**src/rtl/mycpu_mem_stage_if.sv**
```systemverilog
// Data-SRAM bus between the MEM stage (master) and the data memory (slave).
// Read data is valid exactly one cycle after an enabled read.
interface mycpu_mem_stage_if;
  logic        data_sram_en;
  logic [3:0]  data_sram_wen;
  logic [31:0] data_sram_addr;
  logic [31:0] data_sram_wdata;
  logic [31:0] data_sram_rdata;

  modport master (
    output data_sram_en,
    output data_sram_wen,
    output data_sram_addr,
    output data_sram_wdata,
    input  data_sram_rdata
  );

  modport slave (
    input  data_sram_en,
    input  data_sram_wen,
    input  data_sram_addr,
    input  data_sram_wdata,
    output data_sram_rdata
  );
endinterface

```
**src/rtl/mycpu_mem_stage.sv**
```systemverilog
// MEM stage of the five-stage MIPS pipeline: MS register, data-SRAM request, load alignment.
// Optional alignment check (ms_adel/ms_ades, store suppression) under MYCPU_MEM_ADDR_CHECK_EN.
module mycpu_mem_stage (
  input  logic                      clk,
  input  logic                      resetn,
  input  logic                      es_to_ms_valid,
  output logic                      ms_allowin,
  input  logic [31:0]               es_alu_result,
  input  logic [31:0]               es_store_data,
  input  logic [5:0]                es_mode,
  input  logic                      es_c5,
  input  logic [4:0]                es_dest,
  output logic                      ms_to_ws_valid,
  input  logic                      ws_allowin,
  output logic [31:0]               ms_alu_result,
  output logic [5:0]                ms_mode,
  output logic                      ms_c5,
  output logic [4:0]                ms_dest,
  output logic [31:0]               ms_rdata,
  output logic                      ms_adel,
  output logic                      ms_ades,
  mycpu_mem_stage_if.master         sram
);

  logic        r_ms_valid;
  logic        r_ms_first;
  logic [31:0] r_rdata_buf;
  logic [31:0] r_ms_alu_result;
  logic [5:0]  r_ms_mode;
  logic        r_ms_c5;
  logic [4:0]  r_ms_dest;

  logic        w_hs_in;
  logic [1:0]  w_a;
  logic [2:0]  w_size;
  logic        w_mis;
  logic [3:0]  w_wen_raw;
  logic [31:0] w_wdata;
  logic [31:0] w_raw;

  assign ms_allowin     = !r_ms_valid | ws_allowin;
  assign ms_to_ws_valid = r_ms_valid;
  assign w_hs_in        = es_to_ms_valid & ms_allowin;
  assign w_a            = es_alu_result[1:0];
  assign w_size         = es_mode[3:1];

`ifdef MYCPU_MEM_ADDR_CHECK_EN
  logic r_adel;
  logic r_ades;

  assign w_mis = ((w_size == 3'b001) & w_a[0]) | ((w_size == 3'b010) & (w_a != 2'b00));

  always_ff @(posedge clk) begin
    if (!resetn) begin
      r_adel <= 1'b0;
      r_ades <= 1'b0;
    end else if (w_hs_in) begin
      r_adel <= es_mode[5] & w_mis;
      r_ades <= es_mode[4] & w_mis;
    end
  end

  assign ms_adel = r_ms_valid & r_adel;
  assign ms_ades = r_ms_valid & r_ades;
`else
  assign w_mis   = 1'b0;
  assign ms_adel = 1'b0;
  assign ms_ades = 1'b0;
`endif

  // Byte strobes and lane-replicated write data for each store size.
  always_comb begin
    w_wen_raw = 4'b0000;
    w_wdata   = 32'h0;
    case (w_size)
      3'b000: begin
        w_wen_raw = 4'b0001 << w_a;
        w_wdata   = {4{es_store_data[7:0]}};
      end
      3'b001: begin
        w_wen_raw = 4'b0011 << w_a;
        w_wdata   = {2{es_store_data[15:0]}};
      end
      3'b010: begin
        w_wen_raw = 4'b1111;
        w_wdata   = es_store_data;
      end
      3'b011: begin
        w_wen_raw = 4'b1111 >> (2'd3 - w_a);
        w_wdata   = es_store_data >> {2'd3 - w_a, 3'b000};
      end
      3'b100: begin
        w_wen_raw = 4'b1111 << w_a;
        w_wdata   = es_store_data << {w_a, 3'b000};
      end
      default: begin
        w_wen_raw = 4'b0000;
        w_wdata   = 32'h0;
      end
    endcase
  end

  // resetn gates the request so nothing reaches the SRAM while the pipe is being flushed.
  assign sram.data_sram_en    = w_hs_in & resetn & (es_mode[5] | es_mode[4]);
  assign sram.data_sram_wen   = (w_hs_in & resetn & es_mode[4] & !w_mis) ? w_wen_raw : 4'b0000;
  assign sram.data_sram_addr  = {es_alu_result[31:2], 2'b00};
  assign sram.data_sram_wdata = w_wdata;

  always_ff @(posedge clk) begin
    if (!resetn) begin
      r_ms_valid      <= 1'b0;
      r_ms_first      <= 1'b0;
      r_rdata_buf     <= 32'h0;
      r_ms_alu_result <= 32'h0;
      r_ms_mode       <= 6'h0;
      r_ms_c5         <= 1'b0;
      r_ms_dest       <= 5'h0;
    end else begin
      if (w_hs_in) begin
        r_ms_valid <= 1'b1;
      end else if (ws_allowin) begin
        r_ms_valid <= 1'b0;
      end
      r_ms_first <= w_hs_in;
      if (r_ms_first) begin
        r_rdata_buf <= sram.data_sram_rdata;
      end
      if (w_hs_in) begin
        r_ms_alu_result <= es_alu_result;
        r_ms_mode       <= es_mode;
        r_ms_c5         <= es_c5;
        r_ms_dest       <= es_dest;
      end
    end
  end

  // Live SRAM data only in the first cycle; afterwards the captured copy holds through WB stalls.
  assign w_raw = r_ms_first ? sram.data_sram_rdata : r_rdata_buf;

  always_comb begin
    ms_rdata = 32'h0;
    if (r_ms_mode[5]) begin
      case (r_ms_mode[3:1])
        3'b000, 3'b001: ms_rdata = w_raw >> {r_ms_alu_result[1:0], 3'b000};
        default:        ms_rdata = w_raw;
      endcase
    end
  end

  assign ms_alu_result = r_ms_alu_result;
  assign ms_mode       = r_ms_mode;
  assign ms_c5         = r_ms_c5;
  assign ms_dest       = r_ms_dest;

endmodule

```
**src/flat_wrapper.sv**
```systemverilog
// flat-port wrapper written by rule: the top's interface ports become plain ports
module mycpu_mem_stage_flat 
  (clk, resetn, es_to_ms_valid, ms_allowin, es_alu_result, es_store_data, es_mode, es_c5, es_dest, ms_to_ws_valid, ws_allowin, ms_alu_result, ms_mode, ms_c5, ms_dest, ms_rdata, ms_adel, ms_ades, sram_data_sram_en, sram_data_sram_wen, sram_data_sram_addr, sram_data_sram_wdata, sram_data_sram_rdata);
  mycpu_mem_stage_if sram_i ();
  input  logic clk;
  input  logic resetn;
  input  logic es_to_ms_valid;
  output logic ms_allowin;
  input  logic [31:0] es_alu_result;
  input  logic [31:0] es_store_data;
  input  logic [5:0] es_mode;
  input  logic es_c5;
  input  logic [4:0] es_dest;
  output logic ms_to_ws_valid;
  input  logic ws_allowin;
  output logic [31:0] ms_alu_result;
  output logic [5:0] ms_mode;
  output logic ms_c5;
  output logic [4:0] ms_dest;
  output logic [31:0] ms_rdata;
  output logic ms_adel;
  output logic ms_ades;
  output wire logic [$bits(sram_i.data_sram_en)-1:0] sram_data_sram_en;
  output wire logic [$bits(sram_i.data_sram_wen)-1:0] sram_data_sram_wen;
  output wire logic [$bits(sram_i.data_sram_addr)-1:0] sram_data_sram_addr;
  output wire logic [$bits(sram_i.data_sram_wdata)-1:0] sram_data_sram_wdata;
  input wire logic [$bits(sram_i.data_sram_rdata)-1:0] sram_data_sram_rdata;
  assign sram_data_sram_en = sram_i.data_sram_en;
  assign sram_data_sram_wen = sram_i.data_sram_wen;
  assign sram_data_sram_addr = sram_i.data_sram_addr;
  assign sram_data_sram_wdata = sram_i.data_sram_wdata;
  assign sram_i.data_sram_rdata = sram_data_sram_rdata;
  mycpu_mem_stage u_core (.clk(clk), .resetn(resetn), .es_to_ms_valid(es_to_ms_valid), .ms_allowin(ms_allowin), .es_alu_result(es_alu_result), .es_store_data(es_store_data), .es_mode(es_mode), .es_c5(es_c5), .es_dest(es_dest), .ms_to_ws_valid(ms_to_ws_valid), .ws_allowin(ws_allowin), .ms_alu_result(ms_alu_result), .ms_mode(ms_mode), .ms_c5(ms_c5), .ms_dest(ms_dest), .ms_rdata(ms_rdata), .ms_adel(ms_adel), .ms_ades(ms_ades), .sram(sram_i));
endmodule
```
**config.mk**
```make
export PLATFORM = sky130hd
export DESIGN_NAME = mycpu_mem_stage_flat
export DESIGN_NICKNAME = d
export VERILOG_FILES = /design/src/rtl/mycpu_mem_stage_if.sv /design/src/rtl/mycpu_mem_stage.sv /design/src/flat_wrapper.sv
export SDC_FILE = /design/constraint.sdc
export NUM_CORES = 1
export LEC_CHECK = 0
export BUFFER_PORTS_ARGS = -buffer_cell sky130_fd_sc_hd__buf_2
export CORE_UTILIZATION = 31
export DETAILED_ROUTE_END_ITERATION = 10
export SLEW_MARGIN = 5
export SYNTH_ARGS = -nofsm -noshare
export SYNTH_HDL_FRONTEND = slang
export SYNTH_SLANG_ARGS = --single-unit
```
**constraint.sdc**
```tcl
create_clock -name clk -period 4.6 [get_ports clk]
set_input_delay 0.46 -clock clk [delete_from_list [all_inputs] [get_ports clk]]
set_output_delay 0.46 -clock clk [all_outputs]
set_load 0.01 [all_outputs]
```
==> reports/results.md <==
STA
• 0.317 — worst max-slew margin expressed relative to the limit
• 327 ps — WHS
• 0.332 GHz — Fmax achieved
• 5.04 ps — final clock skew
• 0 ps — Setup TNS Final
• 0 — total count of max-transition violations in the final report
• 0 — Final Setup Violations
• false — unrepaired setup endpoints after global routing
• 0 — final hold violations
• 0.654 — crit share post-route
• 1590 ps — minimum setup slack in the final design
• 1020 ps — Least-Margin Pin Slew
• 3010 ps — clock period minus final worst setup slack

CTS
• 0 — setup bufs post-CTS
• sky130_fd_sc_hd__clkbuf_16 — CTS root buffer
• 350 ps — clock latency on the worst-skew pair
• 60 ps — CTS clock-pin slew for the worst setup and hold paths
• built — TritonCTS clock tree
• 2 — Longest Clk Path Bufs
• 78 — number of sinks on the clock net
• 0 — post-CTS sizing
• 0 — number of buffers added to fix hold violations after cts
• 9 — number of clock buffers inserted by TritonCTS
• 3 — number of levels in the clock H-tree

Synthesis
• 78 — flip-flop and latch count after synthesis
• 0 — number of enable-type register cells in the synthesized netlist
• 0.00484 mm2 — netlist area before placement
• 49 — Cell variety after synth
• 0 — warning count from the yosys run
• 9.04 um2 — Post-Synthesis Mean Instance Area
• 535 — post-synthesis cell count
• 0.323 — proportion of synthesized chip area in sequential cells
• 0 — fraction of synthesis flops using an asynchronous set or reset pin
• sky130_fd_sc_hd__dfxtp_1 — Top FF cell, synth

Global routing
• 0 — antenna violations before repair
• 4637 — number of global-route vias before repair
• 0.201 — GRT Total Usage
• 0 — final global-route overflow total
• 25.5 mm — wire length of the first global-routing pass
• 45 — pin count of the biggest net entering global routing

Layout
• 0.414 — final cell utilization of the core
• 1602 — number of fillers in the final layout
• 0.389 — ratio of cells with drive above 1 in the final layout
• 843 — nets@finish
• sky130_fd_sc_hd__buf_2 — leading cell type in the layout, fill and taps excluded
• 30.0% — Area growth, synth to finish
• 0 — number of inserted diodes
• 256 x sky130_fd_sc_hd__buf_2, 77 x sky130_fd_sc_hd__dfxtp_1, 73 x sky130_fd_sc_hd__mux2i_1 — commonest cells after routing, fill and taps aside

Drt
• 0 — detailed-route DRC error count
• 294 — Detailed Route Iter0 Violations
• 5.34 — vias per cell
• 16.4 mm — WL final
• 17.7 um — routed len/inst
• 4 — DR pass1 iterations
• 4936 — vias after detailed routing
• 0 — Post-DRT Antenna Nets

Placed design
• 256 — number of buffers inserted by port buffering
• 1630 ps — worst setup timing slack at the placement stage
• 12.1 mm — HPWL after DPL
• 0.924 — routability congestion estimate

Setup path
• 4140 ps — Crit path required time
• in -> out — critical setup path kind
• output port — critical path capture point type
• 41 — crit-path max FO
• 2550 ps — arrival time worst endpoint
• primary input — CP startpoint kind

Die
• 45 — number of rows created at floorplan
• 261 — top-level port count
• 0.318 — initial standard-cell utilization of the core
• 0.0161 mm2 — full die area
• 127 um — Die X-Extent
• 127 um — die height
• 0.0152 mm2 — Floorplan Core Area

Power and ir drop
• 3.15 nW — Static Leak
• 0.170 mV — maximum vdd ir drop
• 317 mW/mm2 — pwr dens

Worst hold path
• in -> reg — Worst Hold Class

Run status
• finished clean — status

Flow run
• 0 — max-capacitance violation count

metal layers:
| metal | global-route usage | wire, um | vias up |
|---|---|---|---|
| li1 | - | - | 2368 |
| met1 | 0.260 | 7340 | 2331 |
| met2 | 0.326 | 7630 | 214 |
| met3 | 0.0510 | 1150 | 23 |
| met4 | 0.0637 | 267 | 0 |
| met5 | 0 | 0 | - |
logic make-up after synthesis:
group | share of synthesized area
compound gates | 0.282
xor+xnor | 0.00181
buf+inv | 0.0983
flops | 0.323
mux | 0.163
other cells | 0.000775
simple gates | 0.132
flip-flops by register name, summed over array words and instances, names as in the netlist:
| signal | cells |
|---|---|
| u_core.ms_to_ws_valid | 1 |
| u_core.ms_mode | 6 |
| u_core.r_rdata_buf | 32 |
| u_core.ms_alu_result | 32 |
| u_core.ms_c5 | 1 |
| u_core.ms_dest | 5 |
| u_core.r_ms_first | 1 |
layout make-up:
class	count	area (um2)	share of cell area
clock buffer	9	225	0.0358
inverter	6	22.5	0.00358
sequential	78	1560	0.248
timing repair buffer	261	1320	0.210
clock inverter	7	103	0.0163
tap	188	235	0.0374
multi-input combinational	375	2830	0.449
report_power, final:
part	internal (mW)	switching [mW]	total [mW]
combinational	0.201	0.260	0.461
sequential	0.714	0.0300	0.744
clock	0.484	0.304	0.788
total	1.40	0.594	1.99
critical path, stage by stage:
cell and delay (ps):
sky130_fd_sc_hd__buf_2 620, sky130_fd_sc_hd__nand2_1 200, sky130_fd_sc_hd__a21oi_1 790, sky130_fd_sc_hd__a22oi_1 200, sky130_fd_sc_hd__o21ai_1 110, sky130_fd_sc_hd__buf_2 150
path summary, 6_finish.rpt:
kind | from | endpoint | slack, ps | depth (start not counted)
worst max-delay path | es_alu_result[0] | sram_data_sram_wdata[28] | 1590 | 6
worst min-delay path | es_dest[2] | u_core.ms_dest[2]$_SDFFE_PN0N_ | 330 | 2
worst max register to register | u_core.r_ms_first$_SDFF_PN0_ | u_core.r_rdata_buf[28]$_SDFF_PN0_ | 2740 | 2
worst min register to register | u_core.ms_dest[2]$_SDFFE_PN0N_ | u_core.ms_dest[2]$_SDFFE_PN0N_ | 470 | 1
Yosys cell counts, types with 4 or more instances:
master	count	share of area
sky130_fd_sc_hd__o21ai_1	8	0.0083
sky130_fd_sc_hd__dfxtp_1	78	0.32
sky130_fd_sc_hd__o22ai_1	8	0.010
sky130_fd_sc_hd__o211a_1	8	0.017
sky130_fd_sc_hd__nor2_1	30	0.023
sky130_fd_sc_hd__a21oi_1	10	0.010
sky130_fd_sc_hd__mux2i_1	73	0.15
sky130_fd_sc_hd__clkbuf_1	24	0.019
sky130_fd_sc_hd__nand2_1	28	0.022
sky130_fd_sc_hd__and2_1	8	0.010
sky130_fd_sc_hd__a22oi_1	16	0.025
sky130_fd_sc_hd__a221o_1	15	0.031
sky130_fd_sc_hd__buf_2	17	0.018
sky130_fd_sc_hd__o2bb2ai_1	4	0.0072
sky130_fd_sc_hd__o21ai_0	4	0.0041
sky130_fd_sc_hd__a211oi_1	5	0.0078
sky130_fd_sc_hd__a22o_1	58	0.10
sky130_fd_sc_hd__nor2b_1	38	0.049
sky130_fd_sc_hd__and3_1	10	0.013
sky130_fd_sc_hd__buf_4	34	0.053
sky130_fd_sc_hd__o221ai_1	12	0.022
sky130_fd_sc_hd__mux2_1	4	0.0093
per-stage QoR:
step	cell area, um2	total power, mW	std cells
after floorplan	4850	1.04	538
after global placement	5960	1.22	908
after detailed placement	5960	1.22	908
after CTS	6290	2.02	924
after global routing	6290	2.09	924
final	6290	1.99	924
Note: power is estimated with default switching activity, not from simulation.
